`config.mk`:
```
export PLATFORM = sky130hd
export DESIGN_NAME = bin_to_bcd_disp
export DESIGN_NICKNAME = d
export VERILOG_FILES = /design/src/rtl/bin_to_bcd_disp.sv
export SDC_FILE = /design/constraint.sdc
export NUM_CORES = 1
export LEC_CHECK = 0
export CORE_MARGIN = 5
export CORE_UTILIZATION = 25
export DETAILED_ROUTE_END_ITERATION = 10
export GPL_TIMING_DRIVEN = 0
export HOLD_SLACK_MARGIN = 0.05
export PLACE_DENSITY = 0.49
export SYNTH_ARGS = -nofsm -noshare
export SYNTH_HDL_FRONTEND = slang
export SYNTH_SLANG_ARGS = --single-unit
```
`constraint.sdc`:
```
create_clock -name clk -period 2.2 [get_ports clk]
set_input_delay 0.66 -clock clk [delete_from_list [all_inputs] [get_ports clk]]
set_output_delay 0.66 -clock clk [all_outputs]
set_load 0.02 [all_outputs]
```
`src/rtl/bin_to_bcd_disp.sv`:
```
// bin_to_bcd_disp
//   Converts a 27-bit unsigned binary value into 8 packed BCD digits for a
//   7-segment display, using a serial double-dabble engine (one step per
//   clock, 27 steps). Values above 99_999_999 saturate to 9999_9999 and
//   raise ovf. Latency from the accepting edge to the done pulse is a fixed
//   28 cycles.
//
// Ports
//   clk    in   1   system clock, rising edge
//   rst    in   1   synchronous active-high reset
//   bin    in  27   value to convert, sampled on the accepting edge only
//   start  in   1   conversion request, accepted when ready=1
//   ready  out  1   idle and able to accept start
//   done   out  1   one-cycle pulse: bcd/blank/ovf just updated
//   bcd    out 32   digit 0 in [3:0] .. digit 7 in [31:28]
//   blank  out  8   bit i set when digit i is a leading zero (bit 0 always 0)
//   ovf    out  1   last accepted bin exceeded 99_999_999
module bin_to_bcd_disp (
  input  logic        clk,
  input  logic        rst,
  input  logic [26:0] bin,
  input  logic        start,
  output logic        ready,
  output logic        done,
  output logic [31:0] bcd,
  output logic [7:0]  blank,
  output logic        ovf
);

  localparam logic [1:0] S_IDLE  = 2'd0;
  localparam logic [1:0] S_SHIFT = 2'd1;
  localparam logic [1:0] S_DONE  = 2'd2;

  localparam logic [26:0] MAX_DEC  = 27'd99_999_999;
  localparam logic [4:0]  LAST_IDX = 5'd26;  // index of the 27th step

  logic [1:0]  r_state;
  logic [26:0] r_shreg;
  logic [31:0] r_work;
  logic [4:0]  r_cnt;
  logic        r_ovf_pend;
  logic        r_done;
  logic [31:0] r_bcd;
  logic [7:0]  r_blank;
  logic        r_ovf;

  logic [31:0] w_adj;
  logic [31:0] w_new;
  logic [7:0]  w_blank;
  logic        w_accept;

  assign ready    = (r_state == S_IDLE) && !rst;
  assign w_accept = ready && start;

  // Double-dabble correction: any nibble >= 5 gets +3 so that the following
  // left shift carries correctly into the next decimal digit.
  always_comb begin
    w_adj = '0;
    for (int i = 0; i < 8; i++) begin
      if (r_work[4*i +: 4] >= 4'd5)
        w_adj[4*i +: 4] = r_work[4*i +: 4] + 4'd3;
      else
        w_adj[4*i +: 4] = r_work[4*i +: 4];
    end
  end

  // Value to publish at DONE; saturation also makes every blank bit 0.
  assign w_new = r_ovf_pend ? 32'h9999_9999 : r_work;

  // Leading-zero mask: digit i is blank when it and every digit above it
  // are zero. Digit 0 is always shown so a zero value reads "0".
  always_comb begin
    w_blank    = '0;
    w_blank[7] = (w_new[31:28] == 4'd0);
    for (int i = 6; i >= 1; i--)
      w_blank[i] = w_blank[i+1] && (w_new[4*i +: 4] == 4'd0);
  end

  always_ff @(posedge clk) begin
    if (rst) begin
      r_state    <= S_IDLE;
      r_shreg    <= '0;
      r_work     <= '0;
      r_cnt      <= '0;
      r_ovf_pend <= 1'b0;
      r_done     <= 1'b0;
      r_bcd      <= '0;
      r_blank    <= 8'hFE;
      r_ovf      <= 1'b0;
    end else begin
      r_done <= 1'b0;
      case (r_state)
        S_IDLE: begin
          if (w_accept) begin
            r_shreg    <= bin;
            r_work     <= '0;
            r_cnt      <= '0;
            r_ovf_pend <= (bin > MAX_DEC);
            r_state    <= S_SHIFT;
          end
        end
        S_SHIFT: begin
          // Shift {work, shreg} left by one after the nibble correction.
          r_work  <= {w_adj[30:0], r_shreg[26]};
          r_shreg <= {r_shreg[25:0], 1'b0};
          r_cnt   <= r_cnt + 5'd1;
          if (r_cnt == LAST_IDX)
            r_state <= S_DONE;
        end
        S_DONE: begin
          r_bcd   <= w_new;
          r_blank <= w_blank;
          r_ovf   <= r_ovf_pend;
          r_done  <= 1'b1;
          r_state <= S_IDLE;
        end
        default: r_state <= S_IDLE;
      endcase
    end
  end

  assign done  = r_done;
  assign bcd   = r_bcd;
  assign blank = r_blank;
  assign ovf   = r_ovf;

endmodule

```
==> metrics.txt, run 1 <==
# TYPE chip_impl_metric gauge
chip_impl_info{name="status",value="completed"} 1
chip_impl_metric{name="drt_pass1_iterations",unit=""} 5
chip_impl_metric{name="grt_max_degree",unit=""} 20
chip_impl_metric{name="post_synth_mux_area_share",unit="%"} 1.84
chip_impl_metric{name="dr_wl_met3",unit="µm"} 882
chip_impl_metric{name="p_leak",unit="nW"} 2.20
chip_impl_metric{name="final_std_cells_w_o_fill",unit=""} 936
chip_impl_metric{name="cts.sink_count",unit=""} 108
chip_impl_metric{name="wl_per_cell",unit="µm"} 16.1
chip_impl_metric{name="initial_utilization",unit="%"} 25.3
chip_impl_metric{name="final.setup_skew",unit="ps"} 6.74
chip_impl_info{name="criticalPathCategory",value="input pin to output pin"} 1
chip_impl_metric{name="detail_route.iter0.violations",unit=""} 335
chip_impl_metric{name="avgViaCountPerCell",unit=""} 4.84
chip_impl_metric{name="hold_violations",unit=""} 0
chip_impl_metric{name="die-height",unit="µm"} 150
chip_impl_metric{name="min_period",unit="ps"} 2080
chip_impl_metric{name="synth-adder-area-share",unit="%"} 4.61
chip_impl_metric{name="dp_cells",unit=""} 922
chip_impl_metric{name="relative_contribution_of_combinational_cells_to_total_power",unit="%"} 8.6
chip_impl_metric{name="cellInternalPower",unit="mW"} 3.08
chip_impl_metric{name="final.setup.worst_slack",unit="ps"} 124
chip_impl_info{name="layout.cells.most_common_list",value="sky130_fd_sc_hd__dfxtp_1 (108), sky130_fd_sc_hd__nand2_1 (86), sky130_fd_sc_hd__clkdlybuf4s50_1 (69)"} 1
chip_impl_metric{name="area_growth_syn_to_layout",unit="%"} 28.1
chip_impl_info{name="clock_tree_root_buffer_cell",value="sky130_fd_sc_hd__clkbuf_16"} 1
chip_impl_metric{name="yosys.area_share.simple",unit="%"} 22.3
chip_impl_metric{name="post-route-util",unit="%"} 32.4
chip_impl_metric{name="achievable-frequency",unit="MHz"} 482
chip_impl_metric{name="detail_route.wirelength.met1",unit="µm"} 6840
chip_impl_metric{name="post-route-period-util",unit="%"} 94.4
chip_impl_metric{name="syn_nets",unit=""} 635
chip_impl_metric{name="yosys.cell_types.count",unit=""} 45
chip_impl_metric{name="detailroute.wirelength.met2",unit="µm"} 7010
chip_impl_metric{name="post-place-ws",unit="ps"} -967
chip_impl_info{name="crit-reg2reg-launch",value="r_state[0]$_SDFFE_PP0P_"} 1
chip_impl_metric{name="final_antenna_net_count",unit=""} 0
chip_impl_metric{name="antenna_diode_count",unit=""} 0
chip_impl_metric{name="yosysWarnings",unit=""} 0
chip_impl_metric{name="placed_area",unit="µm²"} 5930
chip_impl_metric{name="synth-xor-area-share",unit="%"} 2.69
chip_impl_metric{name="switching_share",unit="%"} 24.6
chip_impl_metric{name="vias",unit=""} 4526
chip_impl_metric{name="clk_pin_slew_worst_paths",unit="ps"} 70
chip_impl_metric{name="synth_compound_gate_area_share",unit="%"} 18.9
chip_impl_metric{name="fraction_of_layout_cells_with_a_size_suffix_above_1",unit="%"} 6.26
chip_impl_metric{name="vdd_ir_drop_max",unit="mV"} 0.396
chip_impl_metric{name="grt_pass1_vias",unit=""} 4545
chip_impl_metric{name="die_area",unit="µm²"} 22500
chip_impl_metric{name="hold_ws",unit="ps"} 454
chip_impl_metric{name="ys_seq_area_share",unit="%"} 44.2
chip_impl_metric{name="io_buffers",unit=""} 70
chip_impl_metric{name="htreeDepth",unit=""} 3
chip_impl_metric{name="post_synth.cell_area_avg",unit="µm²"} 8.33
chip_impl_metric{name="synthCells",unit=""} 587
chip_impl_metric{name="seqPwrFrac",unit="%"} 49.8
chip_impl_metric{name="synthesis.area",unit="µm²"} 4890
chip_impl_info{name="synth_largest_area_cell",value="sky130_fd_sc_hd__dfxtp_1"} 1
chip_impl_metric{name="report.final.setup_viol",unit=""} 0
chip_impl_metric{name="cp.arrival",unit="ps"} 1420
chip_impl_info{name="cp-end-kind",value="output pin"} 1
chip_impl_metric{name="setup_total_negative_slack",unit="ps"} 0
chip_impl_metric{name="hpwl_dp",unit="µm"} 11000
chip_impl_info{name="critPathLaunch",value="rst"} 1
chip_impl_metric{name="tightest_slew",unit="ps"} 761
chip_impl_metric{name="p_switching",unit="mW"} 1.01
chip_impl_metric{name="first_pass_grt_wire_length",unit="µm"} 24000
chip_impl_metric{name="std_cell_rows",unit=""} 51
chip_impl_metric{name="synth.ff_latch_count",unit=""} 108
chip_impl_metric{name="initial_antenna_violation_count",unit=""} 0
chip_impl_metric{name="global_route.overflow_total",unit=""} 0
chip_impl_metric{name="worstPathRequired",unit="ps"} 1540
chip_impl_metric{name="max_cap_violations",unit=""} 0
chip_impl_metric{name="maxSlewViolCount",unit=""} 0
chip_impl_info{name="critical_path.startpoint_type",value="input pin"} 1
chip_impl_metric{name="routability_congestion",unit=""} 0.854
chip_impl_info{name="unrepaired_setup_endpoints_after_global_routing",value="no"} 1
chip_impl_metric{name="clk-insertion-delay-late",unit="ps"} 360
chip_impl_metric{name="post-synth-top-area-fraction",unit="%"} 44.2
chip_impl_metric{name="track_usage",unit="%"} 13.6
chip_impl_metric{name="share_clk_of_total_power",unit="%"} 41.6
chip_impl_info{name="cts_tree",value="built"} 1
chip_impl_metric{name="io-pin-count",unit=""} 73
chip_impl_metric{name="die-width",unit="µm"} 150
chip_impl_metric{name="detail_route.drc_violations",unit=""} 0
chip_impl_metric{name="core",unit="µm²"} 19300
chip_impl_metric{name="fin_nets",unit=""} 714
chip_impl_info{name="commonest_non_fill_non_tap_cell_in_the_layout",value="sky130_fd_sc_hd__dfxtp_1"} 1
chip_impl_metric{name="cts_made_buffers",unit=""} 9
chip_impl_metric{name="cts.path.max_buffers",unit=""} 2
chip_impl_metric{name="finalInstanceArea",unit="µm²"} 6260
chip_impl_metric{name="routed_wirelength",unit="µm"} 15000
chip_impl_metric{name="worst_slew_margin_rel",unit="%"} 49.2
chip_impl_metric{name="finalPower",unit="mW"} 4.08
chip_impl_metric{name="critical_path_peak_fanout",unit=""} 19
chip_impl_info{name="min-delay-path-class",value="flip-flop to flip-flop"} 1
chip_impl_info{name="ys_top_cells_by_area",value="sky130_fd_sc_hd__dfxtp_1 (44%), sky130_fd_sc_hd__nand2_1 (6.6%), sky130_fd_sc_hd__a21oi_1 (6.6%)"} 1
chip_impl_info{name="hp-start",value="bcd[18]$_SDFFE_PP0P_"} 1
chip_impl_info{name="synth_top_family_by_area",value="simple AND/OR/NAND/NOR gates"} 1
chip_impl_info{name="highest-signal-layer",value="met4"} 1
chip_impl_metric{name="power.density_cell_area",unit="nW/µm²"} 652
state kept, by name, indices dropped and copies added (netlist names):
signal,flops
bcd,32
r_work,32
r_shreg,27
blank,7
r_cnt,5
r_state,2
done,1
ovf,1
r_ovf_pend,1
cell usage after synthesis, drive strengths merged:
| cell type | instances |
|---|---|
| nand4b | 3 |
| nor3b | 1 |
| ha | 18 |
| o211ai | 1 |
| and3 | 2 |
| or3 | 16 |
| buf | 11 |
| mux2i | 9 |
| nor2b | 2 |
| xnor2 | 8 |
| o21ai | 32 |
| a211oi | 1 |
| nor2 | 45 |
| nand2b | 12 |
| dfxtp | 108 |
| conb | 1 |
| nand3 | 17 |
| xor2 | 7 |
| a221o | 2 |
| and4 | 1 |
| nand4 | 1 |
| a311oi | 26 |
| clkbuf | 35 |
| a311o | 1 |
| nand3b | 8 |
| o31ai | 1 |
| a21oi | 64 |
| nor4b | 1 |
| nand2 | 86 |
| a31oi | 1 |
| a22o | 16 |
| a2111oi | 1 |
| or4 | 4 |
| a211o | 1 |
| nor4 | 2 |
| inv | 17 |
| nor3 | 25 |
worst max-delay path, stage by stage:
cell	delay, ps
sky130_fd_sc_hd__clkbuf_2	190
sky130_fd_sc_hd__buf_8	210
sky130_fd_sc_hd__nor3_4	150
sky130_fd_sc_hd__buf_2	200
final timing paths:
path | slack, ps | to | cells past startpoint
worst max-delay path | 120 | ready | 4
worst min-delay path | 450 | bcd[18]$_SDFFE_PP0P_ | 2
worst max register to register | 180 | r_work[31]$_SDFFE_PP0P_ | 5
worst min register to register | 450 | bcd[18]$_SDFFE_PP0P_ | 2
cell families (layout without fill, tap and decap cells):
logic type | Yosys count | in the layout
AO/OA/AOI/OAI | 147 | 147
XOR/XNOR | 15 | 15
adder cells (fa/ha/maj) | 18 | 18
buffers and inverters | 63 | 147
flip-flops | 108 | 108
multiplexers | 9 | 9
other | 1 | 1
AND/OR/NAND/NOR | 226 | 226
layer usage:
| layer | GRT usage, % | up-vias |
|---|---|---|
| li1 | - | 2216 |
| met1 | 16.9 | 2144 |
| met2 | 23.1 | 135 |
| met3 | 3.24 | 31 |
| met4 | 4.57 | 0 |
| met5 | 0 | - |
area by class of cell:
type / count / area (µm²)
plain buffers: 44 / 210
clock buffers: 13 / 260
clock inverters: 3 / 45.0
fillers: 2055 / 13100
inverters: 17 / 63.8
multi-input cells: 416 / 2500
flip-flops and latches: 108 / 2160
well taps: 265 / 332
repair buffers: 70 / 696
power by group through the flow:
stage | clock network (mW) | logic (mW) | registers, mW
floorplan | 0 | 0.194 | 2.07
global placement | 0 | 0.344 | 2.08
detailed placement | 0 | 0.348 | 2.08
CTS | 1.74 | 0.351 | 2.03
global route | 1.80 | 0.389 | 2.04
finish | 1.70 | 0.351 | 2.03
what timing repair did:
action / 4_1_cts / 5_1_grt
buffers inserted: 0 / 0
endpoints found under the setup margin: 16 / 40
hold buffers: 0 / 0
gates cloned: 0 / 0
gates resized for setup: 10 / 17
Note: power is estimated with default switching activity, not from simulation.
==> run 2, diff against run 1 <==
Settings changed: HOLD_SLACK_MARGIN 0.05 to 0.1.
==> results of run 2 <==
Final layout, timing and power as in run 1 (identical DEF).
==> run 3, diff against run 2 <==
Settings changed: ABC_CLOCK_PERIOD_IN_PS set to 2200, CORE_ASPECT_RATIO set to 0.5, SLEW_MARGIN set to 20.
==> run 3 against run 2 <==
Compared with the run above: utilization is essentially flat; worst hold slack worse by 0.85 ps; final cell count is 0.21% higher; combinational power about the same; sequential power about the same; highest routed layer unchanged; critical endpoint unchanged; setup slack worse by 52 ps; largest cell class unchanged; clock skew rose by 3.2 ps; flip-flop and latch count stayed put.
==> metrics.txt, run 3 (same netlist as run 1, synthesis figures left out) <==
# TYPE chip_impl_metric gauge
chip_impl_info{name="status",value="completed"} 1
chip_impl_metric{name="track_usage",unit="%"} 12.8
chip_impl_info{name="clock_tree_root_buffer_cell",value="sky130_fd_sc_hd__clkbuf_16"} 1
chip_impl_metric{name="fraction_of_layout_cells_with_a_size_suffix_above_1",unit="%"} 6.25
chip_impl_metric{name="cts.path.max_buffers",unit=""} 2
chip_impl_metric{name="clk_pin_slew_worst_paths",unit="ps"} 80
chip_impl_info{name="layout.cells.most_common_list",value="sky130_fd_sc_hd__dfxtp_1 (108), sky130_fd_sc_hd__nand2_1 (86), sky130_fd_sc_hd__clkdlybuf4s50_1 (69)"} 1
chip_impl_metric{name="grt_max_degree",unit=""} 22
chip_impl_info{name="criticalPathCategory",value="input pin to output pin"} 1
chip_impl_metric{name="clk-insertion-delay-late",unit="ps"} 350
chip_impl_metric{name="antenna_diode_count",unit=""} 0
chip_impl_metric{name="vias",unit=""} 4444
chip_impl_metric{name="post-route-period-util",unit="%"} 96.7
chip_impl_metric{name="final_std_cells_w_o_fill",unit=""} 938
chip_impl_metric{name="p_leak",unit="nW"} 2.21
chip_impl_metric{name="cts.sink_count",unit=""} 108
chip_impl_metric{name="wl_per_cell",unit="µm"} 15.6
chip_impl_metric{name="fin_nets",unit=""} 715
chip_impl_metric{name="drt_pass1_iterations",unit=""} 4
chip_impl_metric{name="worstPathRequired",unit="ps"} 1540
chip_impl_metric{name="maxSlewViolCount",unit=""} 0
chip_impl_metric{name="core",unit="µm²"} 19300
chip_impl_metric{name="cts-hold-fix-buffers",unit=""} 0
chip_impl_metric{name="std_cell_rows",unit=""} 36
chip_impl_metric{name="report.final.setup_viol",unit=""} 0
chip_impl_info{name="cp-end-kind",value="output pin"} 1
chip_impl_metric{name="first_pass_grt_wire_length",unit="µm"} 23200
chip_impl_metric{name="tightest_slew",unit="ps"} 671
chip_impl_metric{name="detail_route.drc_violations",unit=""} 0
chip_impl_metric{name="detail_route.iter0.violations",unit=""} 197
chip_impl_info{name="cts_tree",value="built"} 1
chip_impl_info{name="critical_path.startpoint_type",value="input pin"} 1
chip_impl_metric{name="grt_pass1_vias",unit=""} 4394
chip_impl_metric{name="vdd_ir_drop_max",unit="mV"} 0.413
chip_impl_metric{name="post-cts-setup-buffers",unit=""} 0
chip_impl_metric{name="power.density_cell_area",unit="nW/µm²"} 645
chip_impl_metric{name="htreeDepth",unit=""} 3
chip_impl_metric{name="cp.arrival",unit="ps"} 1470
chip_impl_metric{name="min_period",unit="ps"} 2130
chip_impl_metric{name="final_antenna_net_count",unit=""} 0
chip_impl_metric{name="setup_total_negative_slack",unit="ps"} 0
chip_impl_metric{name="routability_congestion",unit=""} 0.810
chip_impl_metric{name="hold_violations",unit=""} 0
chip_impl_metric{name="achievable-frequency",unit="MHz"} 470
chip_impl_metric{name="io_buffers",unit=""} 70
chip_impl_metric{name="die-width",unit="µm"} 208
chip_impl_metric{name="initial_utilization",unit="%"} 25.3
chip_impl_metric{name="worst_slew_margin_rel",unit="%"} 55.3
chip_impl_metric{name="hpwl_dp",unit="µm"} 10500
chip_impl_metric{name="area_growth_syn_to_layout",unit="%"} 28.0
chip_impl_metric{name="die-height",unit="µm"} 109
chip_impl_info{name="min-delay-path-class",value="flip-flop to flip-flop"} 1
chip_impl_metric{name="initial_antenna_violation_count",unit=""} 0
chip_impl_metric{name="global_route.overflow_total",unit=""} 0
chip_impl_metric{name="final.setup_skew",unit="ps"} 9.98
chip_impl_info{name="unrepaired_setup_endpoints_after_global_routing",value="no"} 1
chip_impl_metric{name="cts_made_buffers",unit=""} 9
chip_impl_metric{name="dp_cells",unit=""} 923
chip_impl_metric{name="critical_path_peak_fanout",unit=""} 19
chip_impl_metric{name="io-pin-count",unit=""} 73
chip_impl_metric{name="die_area",unit="µm²"} 22600
chip_impl_metric{name="routed_wirelength",unit="µm"} 14600
chip_impl_metric{name="avgViaCountPerCell",unit=""} 4.74
chip_impl_metric{name="max_cap_violations",unit=""} 0
chip_impl_info{name="commonest_non_fill_non_tap_cell_in_the_layout",value="sky130_fd_sc_hd__dfxtp_1"} 1
run 3: changes by cell type in the layout (fill, tap and decap cells not counted), sizes merged:
cell / change
clkinvlp: -1
inv: +4
clkbuf: -3
clkinv: +2
buf: -1
bufinv: -1
clkdlybuf4s15: +1
run 3: what timing repair did:
action | in CTS | in global routing
pin swaps | 0 | 0
endpoints found under the setup margin | 17 | 31
gates resized for setup | 8 | 16
run 3: worst paths after layout:
path                                start                      to  slack, ps  cells after the start
setup / recovery                      rst                   ready         70                      4
hold / removal       bcd[15]$_SDFFE_PP0P_    bcd[15]$_SDFFE_PP0P_        450                      2
setup reg to reg  r_state[1]$_SDFFE_PP0P_  r_work[2]$_SDFFE_PP0P_        190                      5
hold reg to reg      bcd[15]$_SDFFE_PP0P_    bcd[15]$_SDFFE_PP0P_        450                      2
run 3: routing by layer:
metal	part of all wire, %	wire (µm)	vias to the layer above	track usage [%]
met2	47	6910	58	21.9
met3	2.7	392	6	2.64
met4	0.55	81	0	2.53
met1	50	7250	2166	17.0
li1	-	-	2214	-
met5	0	0	-	0
run 3: cell type report:
type                       count  area, µm²
tap                          266        333
multi-input combinational    416       2480
fill                        2092      13100
sequential                   108       2160
timing repair buffer          70        702
clock buffer                   9        225
buffer                        45        214
clock inverter                 7       77.6
inverter                      17       63.8
run 3: stage by stage:
step                hold WS (ps)  power (mW)  setup slack (ps)  utilization (%)  instance area (µm²)
floorplan                    432        2.26              46.1                -                 4900
global placement             443        2.42             -1050             30.7                 5930
detailed placement           446        2.42             -1050             30.7                 5930
CTS                          457        4.09             -38.5             32.3                 6240
global route                 472        4.22              3.67             32.4                 6260
finish                       453        4.04              72.1             32.4                 6260
run 3: power by group:
part | leakage (nW) | internal (mW) | switching, mW
sequential | 0.875 | 2.00 | 0.0295
clock | 0.144 | 0.810 | 0.848
combinational | 1.19 | 0.128 | 0.220
run 3: critical path: stages:
cell and delay [ps]:
sky130_fd_sc_hd__clkbuf_2 180, sky130_fd_sc_hd__buf_8 210, sky130_fd_sc_hd__nor3_2 130, sky130_fd_sc_hd__clkdlybuf4s15_2 280
